<file path="src/rtl/dreg_arb_pkg.sv">
// Shared types and constants for the shared-register write arbiter.
package dreg_arb_pkg;

    typedef enum logic [1:0] {
        ST_IDLE  = 2'd0,
        ST_WRITE = 2'd1,
        ST_HOLD  = 2'd2
    } arb_state_e;

    localparam int CNT_W = 4;

endpackage

</file>
<file path="src/rtl/dreg_cell.sv">
// Enable-gated D cell with synchronous active-high reset.
module dreg_cell (
    input  logic clk_i,
    input  logic rst_i,
    input  logic en_i,
    input  logic d_i,
    output logic q_o
);

    always_ff @(posedge clk_i) begin
        if (rst_i) begin
            q_o <= 1'b0;
        end else if (en_i) begin
            q_o <= d_i;
        end
    end

endmodule

</file>
<file path="src/rtl/rr_pick.sv">
// Round-robin pick: first set request at or above ptr_i, wrapping at N-1.
module rr_pick #(
    parameter int N = 4
) (
    input  logic [N-1:0]         req_i,
    input  logic [$clog2(N)-1:0] ptr_i,
    output logic [$clog2(N)-1:0] idx_o,
    output logic                 valid_o
);

    localparam int IW = $clog2(N);

    int j;

    // Scan from the farthest offset down so the nearest hit overwrites.
    always_comb begin
        idx_o   = '0;
        valid_o = 1'b0;
        j       = 0;
        for (int k = N - 1; k >= 0; k--) begin
            j = int'(ptr_i) + k;
            if (j >= N) begin
                j = j - N;
            end
            if (req_i[IW'(j)]) begin
                idx_o   = IW'(j);
                valid_o = 1'b1;
            end
        end
    end

endmodule

</file>
<file path="src/rtl/dreg_write_arbiter.sv">
// Round-robin arbiter granting N requesters write access to one shared
// register, with a post-write lock-out of HOLD cycles.
module dreg_write_arbiter
    import dreg_arb_pkg::*;
#(
    parameter int N     = 4,
    parameter int WIDTH = 8,
    parameter int HOLD  = 2
) (
    input  logic                   CLK,
    input  logic                   RST,
    input  logic [N-1:0]           REQ,
    input  logic [N*WIDTH-1:0]     WDATA,
    output logic [N-1:0]           ACK,
    output logic [$clog2(N)-1:0]   GNT_ID,
    output logic                   BUSY,
    output logic [WIDTH-1:0]       Q
);

    localparam int IW = $clog2(N);

    arb_state_e       state_q, state_d;
    logic [IW-1:0]    gnt_q, gnt_d;
    logic [IW-1:0]    ptr_q, ptr_d;
    logic [CNT_W-1:0] cnt_q, cnt_d;

    logic             en;
    logic [WIDTH-1:0] d;
    logic [IW-1:0]    pick_idx;
    logic             pick_valid;
    logic [WIDTH-1:0] wd [N];

    for (genvar i = 0; i < N; i++) begin : g_wd
        assign wd[i] = WDATA[i*WIDTH +: WIDTH];
    end

    rr_pick #(.N(N)) u_pick (
        .req_i   (REQ),
        .ptr_i   (ptr_q),
        .idx_o   (pick_idx),
        .valid_o (pick_valid)
    );

    always_ff @(posedge CLK) begin
        if (RST) begin
            state_q <= ST_IDLE;
            gnt_q   <= '0;
            ptr_q   <= '0;
            cnt_q   <= '0;
        end else begin
            state_q <= state_d;
            gnt_q   <= gnt_d;
            ptr_q   <= ptr_d;
            cnt_q   <= cnt_d;
        end
    end

    always_comb begin
        state_d = state_q;
        gnt_d   = gnt_q;
        ptr_d   = ptr_q;
        cnt_d   = cnt_q;
        en      = 1'b0;
        ACK     = '0;
        unique case (state_q)
            ST_IDLE: begin
                if (pick_valid) begin
                    state_d = ST_WRITE;
                    gnt_d   = pick_idx;
                end
            end
            ST_WRITE: begin
                // A withdrawn request forfeits the slot without moving the pointer.
                if (REQ[gnt_q]) begin
                    en         = 1'b1;
                    ACK[gnt_q] = 1'b1;
                    if (gnt_q == IW'(N - 1)) begin
                        ptr_d = '0;
                    end else begin
                        ptr_d = gnt_q + 1'b1;
                    end
                    if (HOLD > 0) begin
                        state_d = ST_HOLD;
                        cnt_d   = CNT_W'(HOLD - 1);
                    end else begin
                        state_d = ST_IDLE;
                    end
                end else begin
                    state_d = ST_IDLE;
                end
            end
            ST_HOLD: begin
                if (cnt_q == '0) begin
                    state_d = ST_IDLE;
                end else begin
                    cnt_d = cnt_q - 1'b1;
                end
            end
            default: begin
                state_d = ST_IDLE;
            end
        endcase
    end

    assign d      = wd[gnt_q];
    assign BUSY   = (state_q != ST_IDLE);
    assign GNT_ID = gnt_q;

    for (genvar b = 0; b < WIDTH; b++) begin : g_cell
        dreg_cell u_cell (
            .clk_i (CLK),
            .rst_i (RST),
            .en_i  (en),
            .d_i   (d[b]),
            .q_o   (Q[b])
        );
    end

endmodule

</file>
<file path="config.mk">
export PLATFORM = sky130hd
export DESIGN_NAME = dreg_write_arbiter
export DESIGN_NICKNAME = d
export VERILOG_FILES = /design/src/rtl/dreg_arb_pkg.sv /design/src/rtl/dreg_cell.sv /design/src/rtl/rr_pick.sv /design/src/rtl/dreg_write_arbiter.sv
export SDC_FILE = /design/constraint.sdc
export NUM_CORES = 1
export LEC_CHECK = 0
export ABC_CLOCK_PERIOD_IN_PS = 1700
export CAP_MARGIN = 15
export CORE_MARGIN = 2
export CORE_UTILIZATION = 37
export CTS_CLUSTER_SIZE = 30
export DETAILED_ROUTE_END_ITERATION = 16
export GPL_TIMING_DRIVEN = 0
export PLACE_DENSITY = 0.81
export SYNTH_ARGS = -nofsm -noshare
export SYNTH_HDL_FRONTEND = slang
export SYNTH_SLANG_ARGS = --single-unit
</file>
<file path="constraint.sdc">
create_clock -name CLK -period 1.7 [get_ports CLK]
set_input_delay 0.51 -clock CLK [delete_from_list [all_inputs] [get_ports CLK]]
set_output_delay 0.51 -clock CLK [all_outputs]
set_load 0.005 [all_outputs]
</file>
Yosys cells after proc, flatten, opt, wreduce, memory -nomap -nowiden
Cells that the tools add are included.
Widths: inputs -> output; s select.
- flip-flop bits (word level): 18
- input bits: 38
- logic and storage cells: 92
- add/subtract/negate cells: 9
- $lt $le $gt $ge: 11
- equality and inequality tests: 7
- mux-type cells: 43
- bitwise logic cells: 1
- reduce and logical (&&, ||, !) cells: 9
- operator list (cell ; count):
    $mux 2 ; 12
    $bmux 8 s2 ; 1
    $lt 2x4->1 const B ; 4
    $mux 1 ; 16
    $mux 4 ; 4
    $mux 8 ; 2
    $ge 3x3->1 const B ; 4
    $bmux 1 s2 ; 5
    $ne 2x2->1 const B ; 4
    $pmux 4 s2 ; 1
    $sub 2x1->2 const B ; 4
    $add 2x2->3 const B ; 2
    $pmux 2 s3 ; 1
    $reduce_and 2->1 ; 3
    $eq 2x2->1 const B ; 2
    $logic_not 4->1 ; 1
    $reduce_bool 2->1 ; 2
    $sub 4x1->4 const B ; 1
    $add 2x1->3 const B ; 1
    $ge 2x3->1 const B ; 1
    $lt 2x3->1 const B ; 1
    $not 2->3 ; 1
    $reduce_and 3->1 ; 1
    $add 2x1->2 const B ; 1
    5 further kinds ; 5

Logic depth before layout (Yosys ltp)
- depth after elaboration: 12
- depth in mapped cells: 6

By module
From an unflattened synthesis, not the netlist that was laid out.
- cell total of the unflattened synthesis: 111
- area total of the unflattened synthesis: 1146.1 µm²
- modules (own cells, without submodules) (module ; times used ; cells an instance ; area each (µm²) ; sequential area each (µm²)):
    dreg_write_arbiter ; 1 ; 74 ; 798.3 ; 200.2
    dreg_cell ; 8 ; 3 ; 33.8 ; 20.0
    rr_pick ; 1 ; 13 ; 77.6 ; 0.0

Least setup slack after synthesis
OpenSTA, ideal clock, no wires.
- path type: register to output
- start point: register gnt_q[1] (netlist: GNT_ID[1])
- end point: output ACK[0]
- data arrival time: 1.245 ns
- setup slack: -0.055 ns
- stages on the path, launching flop included: 6
- buffers on the path: 2
- cells stage by stage: dfxtp_1 > or3b_1 > o22ai_2 > buf_6 > buf_8 > and2_1
- word-level cells in the longest chain between the ends: 6
- elaborated cells on any way between the ends: 9
- classes of those cells: 2 x order compare; 6 x mux; 1 x reduce/logical
- RTL lines (item ; RTL line ; RTL):
    start: declaration ; dreg_write_arbiter.sv:23 ; logic [IW-1:0] gnt_q, gnt_d;
    start signal: assignment ; dreg_write_arbiter.sv:52 ; gnt_q <= gnt_d;
    $lt 2x3->1 (not written as such) or $ge 2x1->1 (tied branches) ; dreg_write_arbiter.sv:76 ; ACK[gnt_q] = 1'b1;
    $logic_and 1x1->1 (not written as such) ; dreg_write_arbiter.sv:76 ;
    $mux 1 (not written as such) ; dreg_write_arbiter.sv:76 ;
    $demux 1 s2 ; dreg_write_arbiter.sv:76 ;
    $mux 4 (*) ; dreg_write_arbiter.sv:74 ; if (REQ[gnt_q]) begin
    $mux 4 (*) ; dreg_write_arbiter.sv:65 ; unique case (state_q)
    end: declaration ; dreg_write_arbiter.sv:14 ; output logic [N-1:0] ACK,
Mark *: on every way between the ends. The rest lies on a longest branch, timed or not. The select of a mux whose other input is x is not followed.

Final worst setup path
- start point: register state_q[1]
- end point: output ACK[0]
- word-level cells in the longest chain between the ends: 2
- RTL lines (item ; RTL line ; RTL):
    start: declaration ; dreg_write_arbiter.sv:22 ; arb_state_e state_q, state_d;
    start signal: assignment ; dreg_write_arbiter.sv:51 ; state_q <= state_d;
    $eq 2x1->1 ; dreg_write_arbiter.sv:65 ;
    $mux 4 ; dreg_write_arbiter.sv:65 ;
Every way passes these cells.

==> results.sh <==
export IMPL_ys_seq_area_frac=0.312
export IMPL_crit_chain="or3b_4 > o22ai_2 > buf_6 > buf_8 > and2_4 > buf_6"
export IMPL_worst_pin_slew_ps=770
export IMPL_cts_sinks=18
export IMPL_hpwl_um=2140
export IMPL_grt_first_pass_wirelength_um=4810
export IMPL_die_width_um=59.8
export IMPL_fmax_mhz=477
export IMPL_rr_startpoint="GNT_ID[0]"
export IMPL_max_stage_delay_ps=400
export IMPL_die_y_um=59.8
export IMPL_yosys_warnings=0
export IMPL_crit_path_start="state_q[1]"
export IMPL_final_common_cell="clkdlybuf4s50_1"
export IMPL_place_congestion=0.781
export IMPL_nNetsFinal=221
export IMPL_antennaDiodeCount=0
export IMPL_wirelength_um=3040
export IMPL_critical_path_slowest_cell="or3b_4"
export IMPL_syn_mean_instance_area_um2=9.94
export IMPL_status="complete, but fails checks"
export IMPL_cp_end_kind="output pin"
export IMPL_p_total_mw=1.14
export IMPL_die_area_um2=3580
export IMPL_slew_viol_final=0
export IMPL_seq_power_share=0.418
export IMPL_clkTransAtPathRegs_ps=110
export IMPL_power_leakage_nw=0.762
export IMPL_overflow=0
export IMPL_via_per_inst=5.27
export IMPL_clk_latency_ps=300
export IMPL_whs_ps=492
export IMPL_finalSetupViolations=4
export IMPL_yosysUniqueCellTypes=29
export IMPL_switchingPower_uw=307
export IMPL_maxCapViolCount=0
export IMPL_syn2layout_area_growth_pct=57.7
export IMPL_rows=20
export IMPL_initial_core_util=0.384
export IMPL_period_minus_slack_ps=2100
export IMPL_internal_power_uw=829
export IMPL_wl_per_cell_um=14.5
export IMPL_cts_tree="yes"
export IMPL_grt_pass1_vias=1103
export IMPL_r2r_end="cnt_q[1]"
export IMPL_vias=1106
export IMPL_first_iter_violations=30
export IMPL_n_fill_cell=242
export IMPL_clkPwrFrac=0.238
export IMPL_violations="negative setup slack"
export IMPL_ant_nets=0
export IMPL_antenna_found_initial=0
export IMPL_ios=53
export IMPL_finalClockSkew_ps=3.47
export IMPL_cts_root_buffer="clkbuf_4"
export IMPL_drc=0
export IMPL_cts_buffers=3
export IMPL_portBuffers=51
export IMPL_final_cell_mix="clkdlybuf4s50_1, buf_4, nor2_1"
export IMPL_fin_area_um2=1820
export IMPL_crit_path_start_kind="flop"
export IMPL_netlist_instances=116
export IMPL_fin_crit_sh=1.23
export IMPL_place_area_um2=1710
export IMPL_grt_max_degree=11
export IMPL_regArea_um2=380
export IMPL_relSlewSlack=0.480
export IMPL_core_area_um2=3000
export IMPL_worstPathRequired_ps=1190
export IMPL_path_class="flop to output pin"
export IMPL_preCtsSetupSlack_ps=-1140
export IMPL_track_usage=0.184
export IMPL_layout_drive_gt1_share=0.322
export IMPL_multi_input_area_um2=684
export IMPL_crit_end="ACK[0]"
export IMPL_htreeDepth=1
export IMPL_critPathArrivalTime_ps=1590
export IMPL_setup_slack_ps=-397
export IMPL_p_sw_frac=0.270
export IMPL_syn_num_nets=159
export IMPL_first_pass_iters=4
export IMPL_ff2ff_setup_slack_ps=40
export IMPL_syn_area_um2=1150
export IMPL_reg2reg_depth=6
export IMPL_cts_path_max_buffers=2
export IMPL_cellPowerDensity_nw_per_um2=624
export IMPL_hold_class="flop to flop"
export IMPL_combPwrFrac=0.345
export IMPL_cpMostUsedCell="buf_6"
export IMPL_grt_setup_unrepaired="true"
export IMPL_ys_ff_latch=18
export IMPL_finalHoldViolations=0
export IMPL_cp_max_fo=5
export IMPL_ctsHoldBuffers=0
export IMPL_ir_drop_mv=0.284
-- synth_stat cells --
library cell,instances,area (um^2)
inv_1,9,33.8
clkbuf_1,3,11.3
o221ai_1,1,8.76
nor3_1,2,10.0
a21oi_2,1,8.76
or3b_1,2,17.5
dfxtp_1,18,360
mux4_2,8,180
a21oi_1,6,30.0
a21o_1,1,7.51
xor2_1,1,8.76
a211oi_1,1,7.51
buf_8,1,15.0
nand2_1,2,7.51
nor2_1,16,60.1
o22ai_2,1,12.5
ha_1,5,62.6
o41ai_1,1,8.76
mux2i_1,12,120
buf_4,9,67.6
buf_6,1,11.3
a221oi_1,2,17.5
nand2b_1,3,18.8
xnor2_1,1,8.76
nand3b_1,1,7.51
a211o_1,1,8.76
o21ai_0,1,5.00
and2_1,4,25.0
or3_1,2,12.5
-- power by group through the flow --
stage / combinational, mW / sequential (mW) / clock [mW]
3_3_place_gp: 0.358 / 0.483 / 0
3_5_place_dp: 0.368 / 0.484 / 0
2_1_floorplan: 0.202 / 0.479 / 0
5_1_grt: 0.422 / 0.478 / 0.299
6_report: 0.391 / 0.474 / 0.270
4_1_cts: 0.386 / 0.472 / 0.275
-- cell families after synthesis --
group | count (synthesis) | synth area share
muxes | 20 | 0.260
buffers and inverters | 23 | 0.120
DFF | 18 | 0.312
and+or+nand+nor | 32 | 0.138
xor gates and xnor gates | 2 | 0.0152
adders and majority gates | 5 | 0.0542
AOI/OAI and AO/OA | 16 | 0.0998
-- state kept, by name, indices dropped and copies added (netlist names) --
register           cells
state_q                2
GNT_ID                 2
g_cell.u_cell.q_o      8
cnt_q                  4
ptr_q                  2
-- routing by layer --
| layer | vias to the layer above | share of wire | track usage |
|---|---|---|---|
| li1 | 527 | - | - |
| met5 | - | 0 | 0 |
| met3 | 6 | 0.053 | 0.0346 |
| met2 | 45 | 0.53 | 0.337 |
| met4 | 0 | 0.025 | 0.105 |
| met1 | 528 | 0.39 | 0.195 |
-- what timing repair did --
action,4_1_cts,5_1_grt
setup endpoints to repair,21,6
buffers inserted,6,0
pin swaps,6,1
gates cloned,0,0
endpoints found under the hold margin,0,0
gates resized for setup,56,5
-- how the worst min path moves through the flow --
stage          slack [ps]  depth (start not counted)            startpoint                   end
2_1_floorplan         460                          2  g_cell[3].u_cell.q_o  g_cell[3].u_cell.q_o
3_3_place_gp          480                          2  g_cell[2].u_cell.q_o  g_cell[2].u_cell.q_o
3_5_place_dp          490                          2  g_cell[4].u_cell.q_o  g_cell[4].u_cell.q_o
4_1_cts               500                          2  g_cell[4].u_cell.q_o  g_cell[4].u_cell.q_o
5_1_grt               520                          2  g_cell[4].u_cell.q_o  g_cell[4].u_cell.q_o
6_report              490                          2  g_cell[4].u_cell.q_o  g_cell[4].u_cell.q_o
-- through the flow --
step / TNS, ps / utilization / std cells
CTS: -1540 / 0.603 / 210
floorplan: -150 / - / 116
global route: -1860 / 0.606 / 210
detailed placement: -9610 / 0.569 / 200
global placement: -8580 / 0.569 / 200
finish: -1580 / 0.606 / 210
-- critical path: cells and delay by family, from the launching register on --
kind | cells | cell delay (ps)
simple gates | 2 | 530
flops | 1 | 340
buf+inv | 3 | 300
compound gates | 1 | 120
-- area by class of cell --
class,count,area share
clock buffers,4,0.0199
inverters,9,0.0186
multi-input cells,75,0.376
well taps,33,0.0227
flip-flops and latches,18,0.209
repair buffers,57,0.294
plain buffers,14,0.0598
(Power assumes the default switching activity.)
==> RTL edit: new RTL, same settings <==
Set the parameter `WIDTH` to 6 (it was 8).
--- a/src/rtl/dreg_write_arbiter.sv
+++ b/src/rtl/dreg_write_arbiter.sv
@@ -4,7 +4,7 @@
     import dreg_arb_pkg::*;
 #(
     parameter int N     = 4,
-    parameter int WIDTH = 8,
+    parameter int WIDTH = 6,
     parameter int HOLD  = 2
 ) (
     input  logic                   CLK,
Interface: changed (resized Q and WDATA); port bits go from 53 to 43. No check against the original RTL was run, so the function may have changed too.
==> RTL edit against the original RTL <==
The flow still finishes with violations (negative setup slack); wire length decreased by 0.13%; non-clock buffer count decreased by 4; total power decreased by 9.7%; first-iteration DRC count decreased by 57%; area after synthesis decreased by 6.9%; setup slack got worse by 0.10 ns; final area decreased by 4.3%; sequential share of layout area decreased by 1.6 points; sequential cell count decreased by 2; highest routed layer unchanged.
==> RTL edit: results (changes against the original RTL) <==
result of the run=finished with violations (unchanged); violated checks=negative setup slack (unchanged); final-report setup violation count=7 (was 4); largest fanout on the critical path=3 (was 5); via density per instance=5.174 (was 5.267); Cell variety after synth=30 (was 29); hold_ws=0.4945 ns (was 0.4916 ns); Pleak=0.0007447 uW (was 0.0007624 uW); complex-gate fraction of the synthesized area=0.1107 (was 0.09978); FF-to-FF path depth=9 (was 6); sequential share of the synthesized area=0.2984 (was 0.3124); net count after synthesis=140 (was 159); I/O Buffers=41 (was 51); largest voltage drop on the vdd net=0.0004601 V (was 0.0002840 V); end of the worst register-to-register path=g_cell[4].u_cell.q_o$_SDFFE_PP0P_ (was cnt_q[1]$_SDFFE_PP0P_); transition time at the pin with the least slew margin=0.6224 ns (was 0.7704 ns); final critical-path setup slack=-0.4973 ns (was -0.3971 ns); First DRT Iteration DRCs=13 (was 30); hold_sp=g_cell[3].u_cell.q_o$_SDFFE_PP0P_ (was g_cell[4].u_cell.q_o$_SDFFE_PP0P_); GRT Total Usage=0.1837 (was 0.1845); fraction of layout instances using a drive strength above 1=0.3293 (was 0.3220); first-pass GRT wire length=4.698 mm (was 4.809 mm); number of nets in the layout=201 (was 221); largest cells by area after synthesis=dfxtp_1 (30%), mux4_1 (15%), mux2i_1 (9.3%) (was dfxtp_1 (31%), mux4_2 (16%), mux2i_1 (10%)); multiplexer fraction of the synthesized cell area=0.2401 (was 0.2603); via count of the first global-routing pass=1,004 (was 1,103); Filler cells=214 (was 242); start of the worst register-to-register path=GNT_ID[1]$_SDFFE_PP0P_ (was GNT_ID[0]$_SDFFE_PP0P_)
RTL edit: cell count changes after synthesis, sizes merged:
cell	delta
mux4	-2
clkdlybuf4s50	+1
mux2i	-2
dfxtp	-2
buf	-1
clkbuf	-3
nor2	-2
RTL edit: worst reg2reg max path, delay by kind of cell (launching register included):
kind / cells / cell delay, ns
AND/OR/NAND/NOR: 2 / 0.43
AO/OA/AOI/OAI: 1 / 0.14
flip-flops: 1 / 0.34
multiplexers: 1 / 0.20
buffers and inverters: 5 / 0.54
RTL edit: cell type report:
type	count	area (um2)	area share
Multi-Input combinational cell	69	664.4	0.3815
Inverter	9	33.78	0.01940
Clock buffer	3	22.52	0.01293
Timing Repair Buffer	56	531.8	0.3053
Sequential cell	16	336.6	0.1932
Tap cell	31	38.79	0.02227
Buffer	11	113.9	0.06537
RTL edit: report_power, final:
group / switching [uW] / internal, uW
logic: 147 / 250
clock network: 121 / 82.3
registers: 22.5 / 402
RTL edit: logic make-up (layout without fill, tap and decap cells):
| group | count (synthesis) | count (layout) |
|---|---|---|
| XOR/XNOR | 2 | 2 |
| adder cells (fa/ha/maj) | 5 | 5 |
| AO/OA/AOI/OAI | 16 | 16 |
| buffers and inverters | 20 | 79 |
| AND/OR/NAND/NOR | 30 | 30 |
| multiplexers | 16 | 16 |
| flip-flops | 16 | 16 |
RTL edit: per-stage QoR:
stage | setup TNS [ns] | cells | area [um2]
detailed placement | -9.698 | 177 | 1529
CTS | -2.155 | 192 | 1684
floorplan | -0.8166 | 105 | 1080
global placement | -8.696 | 177 | 1529
global route | -2.407 | 195 | 1742
finish | -1.990 | 195 | 1742
RTL edit: worst max path at each step:
stage | startpoint | end | slack (ns) | cells past startpoint
floorplan | GNT_ID[1]$_SDFFE_PP0P_ | ACK[0] | -0.20 | 5
global placement | REQ[2] | ACK[0] | -1.15 | 6
detailed placement | REQ[2] | ACK[3] | -1.21 | 6
CTS | GNT_ID[1]$_SDFFE_PP0P_ | ACK[3] | -0.52 | 7
global route | GNT_ID[1]$_SDFFE_PP0P_ | ACK[3] | -0.55 | 7
finish | GNT_ID[1]$_SDFFE_PP0P_ | ACK[3] | -0.50 | 7
RTL edit: per-layer routing:
metal,vias up,track usage,part of all wire
li1,486,-,-
met5,-,0,0
met1,475,0.2180,0.41
met3,8,0.02232,0.048
met4,0,0.05980,0.014
met2,40,0.3409,0.53
RTL edit: repair_timing:
item / in CTS / in global routing
buffers inserted: 12 / 4
setup endpoints to repair: 18 / 13
pin swaps: 2 / 5
gates resized for setup: 52 / 8
